==> src/rtl/switch_pkg.sv <==
// Shared definitions for pin-input debounce logic: FSM encoding and default timing.
`default_nettype none

package switch_pkg;

   localparam int CLK_HZ      = 50_000_000;
   localparam int DEBOUNCE_MS = 10;

   localparam int DEFAULT_DEBOUNCE_CYCLES = (CLK_HZ / 1000) * DEBOUNCE_MS;
   localparam int DEFAULT_LONG_CYCLES     = CLK_HZ;

   typedef enum logic [1:0] {
      IDLE         = 2'd0,
      PRESS_WAIT   = 2'd1,
      HELD         = 2'd2,
      RELEASE_WAIT = 2'd3
   } sw_state_e;

endpackage

`default_nettype wire

==> src/rtl/sync_2ff.sv <==
// Two-flop synchroniser for an asynchronous single-bit input, with a configurable reset level.
`default_nettype none

module sync_2ff #(
   parameter bit RESET_VAL = 1'b0
) (
   input  logic clk,
   input  logic rst_n,
   input  logic i_async,
   output logic o_sync
);

   logic meta_q, meta_d;
   logic sync_q, sync_d;

   always_comb begin
      meta_d = i_async;
      sync_d = meta_q;
   end

   always_ff @(posedge clk or negedge rst_n) begin
      if (!rst_n) begin
         meta_q <= RESET_VAL;
         sync_q <= RESET_VAL;
      end else begin
         meta_q <= meta_d;
         sync_q <= sync_d;
      end
   end

   assign o_sync = sync_q;

endmodule

`default_nettype wire

==> src/rtl/switch_debounce.sv <==
// Debounces a raw button pin into a stable level plus one-cycle press/release pulses.
// Optional long-press pulse enabled by defining SWITCH_DEBOUNCE_LONG_PRESS_EN.
`default_nettype none

module switch_debounce
   import switch_pkg::*;
#(
   parameter int DEBOUNCE_CYCLES = DEFAULT_DEBOUNCE_CYCLES,
   parameter bit ACTIVE_LOW      = 1'b1,
   parameter int LONG_CYCLES     = DEFAULT_LONG_CYCLES
) (
   input  logic clk,
   input  logic rst_n,
   input  logic i_Switch,
   output logic o_Switch_Level,
   output logic o_Press_Pulse,
   output logic o_Release_Pulse,
   output logic o_Long_Press
);

   localparam int               CNT_W    = $clog2(DEBOUNCE_CYCLES);
   localparam logic [CNT_W-1:0] CNT_LAST = CNT_W'(DEBOUNCE_CYCLES - 1);

   if (DEBOUNCE_CYCLES < 2) begin : g_bad_debounce_cycles
      $error("switch_debounce: DEBOUNCE_CYCLES must be >= 2");
   end
   if (LONG_CYCLES < 2) begin : g_bad_long_cycles
      $error("switch_debounce: LONG_CYCLES must be >= 2");
   end

   logic       sync_pin;
   logic       pressed;
   sw_state_e  state_q, state_d;
   logic [CNT_W-1:0] cnt_q, cnt_d;
   logic       level_q, level_d;
   logic       press_q, press_d;
   logic       release_q, release_d;

   // Synchroniser idles at the released pin level so reset release never looks like a press.
   sync_2ff #(
      .RESET_VAL (ACTIVE_LOW)
   ) u_sync (
      .clk     (clk),
      .rst_n   (rst_n),
      .i_async (i_Switch),
      .o_sync  (sync_pin)
   );

   assign pressed = ACTIVE_LOW ? ~sync_pin : sync_pin;

   always_comb begin
      state_d   = state_q;
      cnt_d     = cnt_q;
      level_d   = level_q;
      press_d   = 1'b0;
      release_d = 1'b0;
      case (state_q)
         IDLE: begin
            if (pressed) begin
               state_d = PRESS_WAIT;
               cnt_d   = '0;
            end
         end
         PRESS_WAIT: begin
            if (!pressed) begin
               state_d = IDLE;
            end else if (cnt_q == CNT_LAST) begin
               state_d = HELD;
               press_d = 1'b1;
               level_d = 1'b1;
            end else begin
               cnt_d = cnt_q + 1'b1;
            end
         end
         HELD: begin
            if (!pressed) begin
               state_d = RELEASE_WAIT;
               cnt_d   = '0;
            end
         end
         RELEASE_WAIT: begin
            if (pressed) begin
               state_d = HELD;
            end else if (cnt_q == CNT_LAST) begin
               state_d   = IDLE;
               release_d = 1'b1;
               level_d   = 1'b0;
            end else begin
               cnt_d = cnt_q + 1'b1;
            end
         end
         default: state_d = IDLE;
      endcase
   end

   always_ff @(posedge clk or negedge rst_n) begin
      if (!rst_n) begin
         state_q   <= IDLE;
         cnt_q     <= '0;
         level_q   <= 1'b0;
         press_q   <= 1'b0;
         release_q <= 1'b0;
      end else begin
         state_q   <= state_d;
         cnt_q     <= cnt_d;
         level_q   <= level_d;
         press_q   <= press_d;
         release_q <= release_d;
      end
   end

   assign o_Switch_Level  = level_q;
   assign o_Press_Pulse   = press_q;
   assign o_Release_Pulse = release_q;

`ifdef SWITCH_DEBOUNCE_LONG_PRESS_EN
   localparam int                HOLD_W    = $clog2(LONG_CYCLES);
   localparam logic [HOLD_W-1:0] HOLD_LAST = HOLD_W'(LONG_CYCLES - 1);

   logic [HOLD_W-1:0] hold_cnt_q, hold_cnt_d;
   logic              long_done_q, long_done_d;
   logic              long_q, long_d;

   // Hold time spans release bounces; only a freshly accepted press restarts it.
   always_comb begin
      hold_cnt_d  = hold_cnt_q;
      long_done_d = long_done_q;
      long_d      = 1'b0;
      if ((state_q == PRESS_WAIT) && (state_d == HELD)) begin
         hold_cnt_d  = '0;
         long_done_d = 1'b0;
      end else if ((state_q == HELD) || (state_q == RELEASE_WAIT)) begin
         if (hold_cnt_q != HOLD_LAST) begin
            hold_cnt_d = hold_cnt_q + 1'b1;
         end else if (!long_done_q) begin
            long_d      = 1'b1;
            long_done_d = 1'b1;
         end
      end
   end

   always_ff @(posedge clk or negedge rst_n) begin
      if (!rst_n) begin
         hold_cnt_q  <= '0;
         long_done_q <= 1'b0;
         long_q      <= 1'b0;
      end else begin
         hold_cnt_q  <= hold_cnt_d;
         long_done_q <= long_done_d;
         long_q      <= long_d;
      end
   end

   assign o_Long_Press = long_q;
`else
   assign o_Long_Press = 1'b0;
`endif

endmodule

`default_nettype wire

==> config.mk <==
export PLATFORM = sky130hd
export DESIGN_NAME = switch_debounce
export DESIGN_NICKNAME = d
export VERILOG_FILES = /design/src/rtl/switch_pkg.sv /design/src/rtl/sync_2ff.sv /design/src/rtl/switch_debounce.sv
export SDC_FILE = /design/constraint.sdc
export NUM_CORES = 1
export LEC_CHECK = 0
export BUFFER_PORTS_ARGS = -buffer_cell sky130_fd_sc_hd__buf_4
export CORE_MARGIN = 2
export CORE_UTILIZATION = 50
export CTS_CLUSTER_SIZE = 24
export DETAILED_ROUTE_END_ITERATION = 10
export PLACE_DENSITY = 0.76
export SYNTH_ARGS = -nofsm -noshare
export SYNTH_HDL_FRONTEND = slang
export SYNTH_SLANG_ARGS = --single-unit
==> constraint.sdc <==
create_clock -name clk -period 2.5 [get_ports clk]
set_clock_uncertainty 0.2 [all_clocks]
set_input_delay 0.5 -clock clk [delete_from_list [all_inputs] [get_ports clk]]
set_output_delay 0.5 -clock clk [all_outputs]
set_load 0.005 [all_outputs]
==> results of run 1 <==
## routing by layer
metal  vias up  wire length (µm)
li1        552                 -
met1       578              1259
met2        42              1569
met5         -                 0
met3         2               179
met4         0                10
## kinds of logic after synthesis
group	synth area share, %
AND/OR/NAND/NOR	26.14
AO/OA/AOI/OAI	16.70
flip-flops	45.63
buffers and inverters	5.769
multiplexers	2.885
XOR/XNOR	1.749
adder cells (fa/ha/maj)	0.8740
other	0.2620
## stage by stage
step / total power, W / hold slack, ns
floorplan: 0.0005004 / 0.004409
detailed placement: 0.0005189 / 0.1488
global route: 0.0008464 / 0.03818
finish: 0.0008157 / 0.06122
global placement: 0.0005154 / 0.1455
CTS: 0.0008178 / 0.05549
## cells in the mapped netlist (2+ instances only)
cell type                  instances  area [µm²]
sky130_fd_sc_hd__dfrtp_1          24       600.6
sky130_fd_sc_hd__nand2_1          15       56.30
sky130_fd_sc_hd__nor2_1           13       48.80
sky130_fd_sc_hd__a31oi_1          11       68.82
sky130_fd_sc_hd__nand3_1           8       40.04
sky130_fd_sc_hd__o21ai_0           8       40.04
sky130_fd_sc_hd__inv_1             7       26.28
sky130_fd_sc_hd__nand4_1           5       31.28
sky130_fd_sc_hd__nor3_1            4       20.02
sky130_fd_sc_hd__a21oi_1           3       15.01
sky130_fd_sc_hd__a221o_1           3       30.03
sky130_fd_sc_hd__a41oi_1           3       26.28
sky130_fd_sc_hd__and4_1            3       26.28
sky130_fd_sc_hd__buf_4             3       22.52
sky130_fd_sc_hd__mux2i_1           3       30.03
sky130_fd_sc_hd__or2_1             3       18.77
sky130_fd_sc_hd__a22o_1            2       17.52
sky130_fd_sc_hd__and3_1            2       12.51
sky130_fd_sc_hd__buf_6             2       22.52
sky130_fd_sc_hd__dfstp_2           2       52.55
sky130_fd_sc_hd__nand2b_1          2       12.51
## worst max-delay path, delay by kind of cell, from the launching register on
family	cells	cell delay (ns)
buffers and inverters	1	0.22
AO/OA/AOI/OAI	2	0.34
adder cells (fa/ha/maj)	1	0.27
AND/OR/NAND/NOR	3	0.78
flip-flops	1	0.44
## report_power, final
| group | total, W | leakage [nW] | internal, W | switching [W] |
|---|---|---|---|---|
| logic | 0.0000583 | 0.274 | 0.0000217 | 0.0000367 |
| clock network | 0.000298 | 0.0279 | 0.000162 | 0.000136 |
| registers | 0.000459 | 0.351 | 0.000436 | 0.0000231 |
| total | 0.000816 | 0.653 | 0.000620 | 0.000195 |
## area by class of cell
cell class	instances	area share, %
clock inverter	1	1.956
timing repair buffer	8	4.075
sequential	26	42.54
tap	31	2.526
clock buffer	3	1.467
inverter	8	2.119
multi-input combinational	107	45.31
## sequential cells by signal (all words and copies together) (netlist names), named ones only
| name | flops |
|---|---|
| o_Switch_Level | 1 |
| o_Release_Pulse | 1 |
| state_q | 1 |
| u_sync.meta_q | 1 |
| cnt_q | 19 |
| o_Press_Pulse | 1 |
| u_sync.o_sync | 1 |
## timing repair
action,4_1_cts,5_1_grt
setup endpoints to repair,0,0
hold buffers,1,0
setup buffers,0,0
hold endpoints to repair,24,0
## layout by cell type, fill, tap and decap left out, types with 2 or more instances in the layout
| cell | n |
|---|---|
| sky130_fd_sc_hd__dfstp_2 | 2 |
| sky130_fd_sc_hd__dfrtp_1 | 24 |
| sky130_fd_sc_hd__nand2_1 | 15 |
| sky130_fd_sc_hd__clkbuf_4 | 3 |
| sky130_fd_sc_hd__a22o_1 | 2 |
| sky130_fd_sc_hd__buf_4 | 7 |
| sky130_fd_sc_hd__nand3_1 | 8 |
| sky130_fd_sc_hd__o21ai_0 | 8 |
| sky130_fd_sc_hd__and3_1 | 2 |
| sky130_fd_sc_hd__a31oi_1 | 11 |
| sky130_fd_sc_hd__nor3_1 | 4 |
| sky130_fd_sc_hd__nor2_1 | 13 |
| sky130_fd_sc_hd__mux2i_1 | 3 |
| sky130_fd_sc_hd__inv_1 | 7 |
| sky130_fd_sc_hd__a21oi_1 | 3 |
| sky130_fd_sc_hd__a221o_1 | 3 |
| sky130_fd_sc_hd__nand2b_1 | 2 |
| sky130_fd_sc_hd__and4_1 | 3 |
| sky130_fd_sc_hd__a41oi_1 | 3 |
| sky130_fd_sc_hd__nand4_1 | 5 |
| sky130_fd_sc_hd__or2_1 | 3 |
## final timing paths
kind / end / cells past startpoint / slack, ns / start
max in group asynchronous: u_sync.meta_q$_DFF_PN1_ / 2 / 1.41 / rst_n
hold reg to reg: u_sync.o_sync$_DFF_PN1_ / 0 / 0.15 / u_sync.meta_q$_DFF_PN1_
hold / removal: u_sync.meta_q$_DFF_PN1_ / 1 / 0.06 / i_Switch
min in group asynchronous: cnt_q[7]$_DFFE_PN0P_ / 2 / 0.38 / rst_n
setup / recovery: cnt_q[14]$_DFFE_PN0P_ / 7 / 0.13 / cnt_q[0]$_DFFE_PN0P_
setup reg to reg: cnt_q[14]$_DFFE_PN0P_ / 7 / 0.13 / cnt_q[0]$_DFFE_PN0P_
==> metrics.cfg, run 1 <==
[drt]
num_vias=1174
route.detailed.wl_per_inst_um=16.40
drt_wl_total_um=3018
drt-pass1-iter-count=5
drc=0
vias_per_cell=6.380
drt_first_iter_violations=41
drtAntennaViolNets=0

[cells_and_area]
fin_util_pct=56.16
syn_to_final_growth_pct=7.255
share_of_post_route_cells_with_drive_strength_above_1_pct=15.69
fin_cells=184
final_nets=158
register_area_um2=653.1
area_used_by_multi_input_combinational_logic_um2=695.7
stdcell_area_mm2=0.001535
n_fill_cell=226
antenna-diode-count=0

[global_routing]
met2_usage_pct=33.60
groute.usage.overall_pct=20.24
global_route.usage.met1_pct=26.75
first_pass_grt_wire_length_um=5195
grt_pass1_vias=1121
global_route.overflow_total=0
use_met3_pct=5.215
global_route_hottest_layer=met2
antenna_found_initial=0
grt_start_max_net_pins=27

[clocking]
cts_made_buffers=3
clock_insertion_delay_worst_skew_ns=0.33
ctsHtreeMaxLevel=1
cts_tree=yes
post_cts_resized=0
cts.reportedPaths.clkPinSlew_ns=0.14
clkSinkCount=26
cts.path.max_buffers=2
cts.root.buffer_cell=sky130_fd_sc_hd__clkbuf_4

[timing]
tns_ns=0
final-setup-viol-count=0
drv_slew=0
final.setup.worst_slack_ns=0.1334
final_min_period_over_clock_period_pct=94.67
hold_violations=0
finalCriticalPeriod_ns=2.367
fmax_mhz=422.5
rsz0062_at_grt=false

[worst_setup_path]
required_ns=2.53
critical_path_peak_fanout=25
worst-endpoint-arrival_ns=2.40
critPathLaunchType=flop
crit_type=flop to flop
cp_slowest_stage_delay_ns=0.44
crit_slowest_cell=sky130_fd_sc_hd__dfrtp_1
worstPathCellList=ha_1 > nand4_1 > nor2_1 > a21oi_2 > buf_4 > and3_1 > a221o_1
critPathCaptureType=flop

[logic_synthesis]
post_synth.cell_area_avg_um2=9.737
synth_sequential_area_ratio_pct=45.63
synth.net_count=151
post_synth_edffs=0
post_synth_num_cell_types=42
ys.flop_type=sky130_fd_sc_hd__dfrtp_1
synth.ff_latch_count=26
syn_inst=147
async_reset_ff_share_pct=100.0
yosysWarningCount=0
post_synth_instance_area_mm2=0.001431

[place]
placed_cell_area_mm2=0.001473
dp_hpwl_um=2075
placedCellCount=179
post-place-ws_ns=0.2241
io_buffer_count=5
place.gp.congestion=0.9216

[die]
die_w_um=57.51
core_area_mm2=0.002734
dieArea_mm2=0.003307
placementRows=19
floorplan.initialDensity_pct=52.36
top_level_ports=7
fp.dieH_um=57.51

[power_and_ir_drop]
irDropWorstVdd_mv=0.5017
static-leakage-power_nw=0.6528
power.density_cell_area_mw_per_mm2=531.4

[status]
outcome=completed

[hold_path]
worstHoldPathType=input pin to flop

[job]
maxCapViolCount=0

Note: power is estimated with default switching activity, not from simulation.
==> inputs of run 2 (changes only) <==
--- a/config.mk
+++ b/config.mk
@@ -7,5 +7,5 @@
 export LEC_CHECK = 0
 export BUFFER_PORTS_ARGS = -buffer_cell sky130_fd_sc_hd__buf_4
-export CORE_MARGIN = 2
+export CORE_MARGIN = 4
 export CORE_UTILIZATION = 50
 export CTS_CLUSTER_SIZE = 24
==> constraint.sdc (replaced) <==
create_clock -name clk -period 2.5 [get_ports clk]
set_clock_uncertainty 0.2 [all_clocks]
set_input_delay 0.5 -clock clk [delete_from_list [all_inputs] [get_ports clk]]
set_output_delay 0.5 -clock clk [all_outputs]
set_load 0.01 [all_outputs]
==> metrics.cfg, run 2 (synthesis gave the netlist of run 1 again) <==
[status]
outcome=completed

[cells_and_area]
fin_util_pct=55.17
commonest_non_fill_non_tap_cells_in_the_layout=24 x sky130_fd_sc_hd__dfrtp_1, 15 x sky130_fd_sc_hd__nand2_1, 12 x sky130_fd_sc_hd__nor2_1
max_reg_flops=19
final_nets=157
fin_cells=183
share_of_post_route_cells_with_drive_strength_above_1_pct=15.79
layout.cells.most_common=sky130_fd_sc_hd__dfrtp_1
syn_to_final_growth_pct=6.294
antenna-diode-count=0
regMostFlops=cnt_q
stdcell_area_mm2=0.001521
n_fill_cell=238

[drt]
drt_wl_total_um=2846
drc=0
vias_per_cell=6.240
num_vias=1142
drt-pass1-iter-count=4
drtAntennaViolNets=0
drt_first_iter_violations=132
route.detailed.wl_per_inst_um=15.55

[worst_setup_path]
critical_path_peak_fanout=25
worstPathCellList=ha_1 > nand4_1 > nor2_2 > a21oi_4 > and3_1 > a221o_1
crit_type=flop to flop
cp_slowest_stage_delay_ns=0.42
critPathLaunchType=flop
required_ns=2.53
worst-endpoint-arrival_ns=2.29
crit_slowest_cell=sky130_fd_sc_hd__dfrtp_1
critPathCaptureType=flop

[clocking]
cts.path.max_buffers=2
cts_setup_buffers=0
cts_made_buffers=3
cts.root.buffer_cell=sky130_fd_sc_hd__clkbuf_4
cts_tree=yes
clock_insertion_delay_worst_skew_ns=0.33
ctsHtreeMaxLevel=1
cts.reportedPaths.clkPinSlew_ns=0.15
clkSinkCount=26

[power_and_ir_drop]
switching_share_pct=24.97
seqPwrFrac_pct=62.8
netSwitchingPower_w=0.0001819
post-layout-total-power_w=0.0007284
clockPowerShare_pct=29.5
pwr-share-comb_pct=7.7
cellInternalPower_w=0.0005465
static-leakage-power_nw=0.6421
irDropWorstVdd_mv=0.4516
power.density_cell_area_mw_per_mm2=478.7

[place]
dp_hpwl_um=1976
placedCellCount=178
place.gp.congestion=0.8478
io_buffer_count=5
placed_cell_area_mm2=0.001465

[die]
fp.dieH_um=61.51
placementRows=19
dieArea_mm2=0.003783
core_area_mm2=0.002758
die_w_um=61.51
top_level_ports=7
floorplan.initialDensity_pct=51.91

[timing]
fmax_mhz=444.2
drv_slew=0
final-setup-viol-count=0
transition_time_at_the_pin_with_the_least_slew_margin_ns=0.5823
hold_violations=0
timing.max_slew.rel_slack_pct=61.10
tns_ns=0
finalCriticalPeriod_ns=2.251
final_min_period_over_clock_period_pct=90.05
rsz0062_at_grt=false

[global_routing]
groute.usage.overall_pct=16.65
grt_start_max_net_pins=27
antenna_found_initial=0
global_route.overflow_total=0
grt_pass1_vias=1043
first_pass_grt_wire_length_um=4761

[hold_path]
worstHoldPathType=input pin to flop

[job]
maxCapViolCount=0

run 2: routing by layer:
layer  vias to the layer above  GRT usage [%]  part of all wire [%]
met4                         0          4.242                  0.49
met3                         2          3.774                   3.8
met2                        28          27.35                    50
met5                         -              0                     0
li1                        547              -                     -
met1                       565          22.19                    45
run 2: power by group through the flow:
stage	clock network [W]	registers (W)	logic, W
floorplan	0	0.000461	0.0000399
global route	0.000235	0.000461	0.0000638
detailed placement	0	0.000465	0.0000546
global placement	0	0.000463	0.0000526
finish	0.000215	0.000457	0.0000561
CTS	0.000218	0.000457	0.0000565
run 2: per-stage QoR:
stage               worst slack (ns)  hold slack [ns]
floorplan                     0.5627         0.004409
global placement              0.1931           0.1487
detailed placement           0.03347           0.1504
CTS                           0.1988          0.06625
global route                 0.05755          0.05585
finish                        0.2488          0.07615
run 2: worst paths after layout:
path | cells after the start | slack, ns | start | end
worst max-delay path | 6 | 0.25 | cnt_q[0]$_DFFE_PN0P_ | cnt_q[14]$_DFFE_PN0P_
worst min-delay path | 1 | 0.08 | i_Switch | u_sync.meta_q$_DFF_PN1_
worst max register to register | 6 | 0.25 | cnt_q[0]$_DFFE_PN0P_ | cnt_q[14]$_DFFE_PN0P_
worst min register to register | 0 | 0.17 | u_sync.meta_q$_DFF_PN1_ | u_sync.o_sync$_DFF_PN1_
max in group asynchronous | 2 | 1.40 | rst_n | u_sync.meta_q$_DFF_PN1_
min in group asynchronous | 2 | 0.39 | rst_n | cnt_q[11]$_DFFE_PN0P_
run 2: critical path, delay by kind of cell, from the launching register on:
| family | cells | cell delay (ns) |
|---|---|---|
| simple gates | 3 | 0.81 |
| compound gates | 2 | 0.49 |
| flops | 1 | 0.42 |
| fa+ha+maj | 1 | 0.25 |
run 2: layout make-up:
type	instances	area (µm²)	share of cell area, %
clock buffers	4	36.28	2.385
multi-input cells	107	705.7	46.38
inverters	8	32.53	2.138
flip-flops and latches	26	653.1	42.93
well taps	31	38.79	2.549
repair buffers	7	55.05	3.618
run 2: timing repair:
action	CTS	global route
hold endpoints to repair	24	0
gates resized for setup	1	1
setup endpoints to repair	1	2
cloned	0	0
hold buffers	1	0
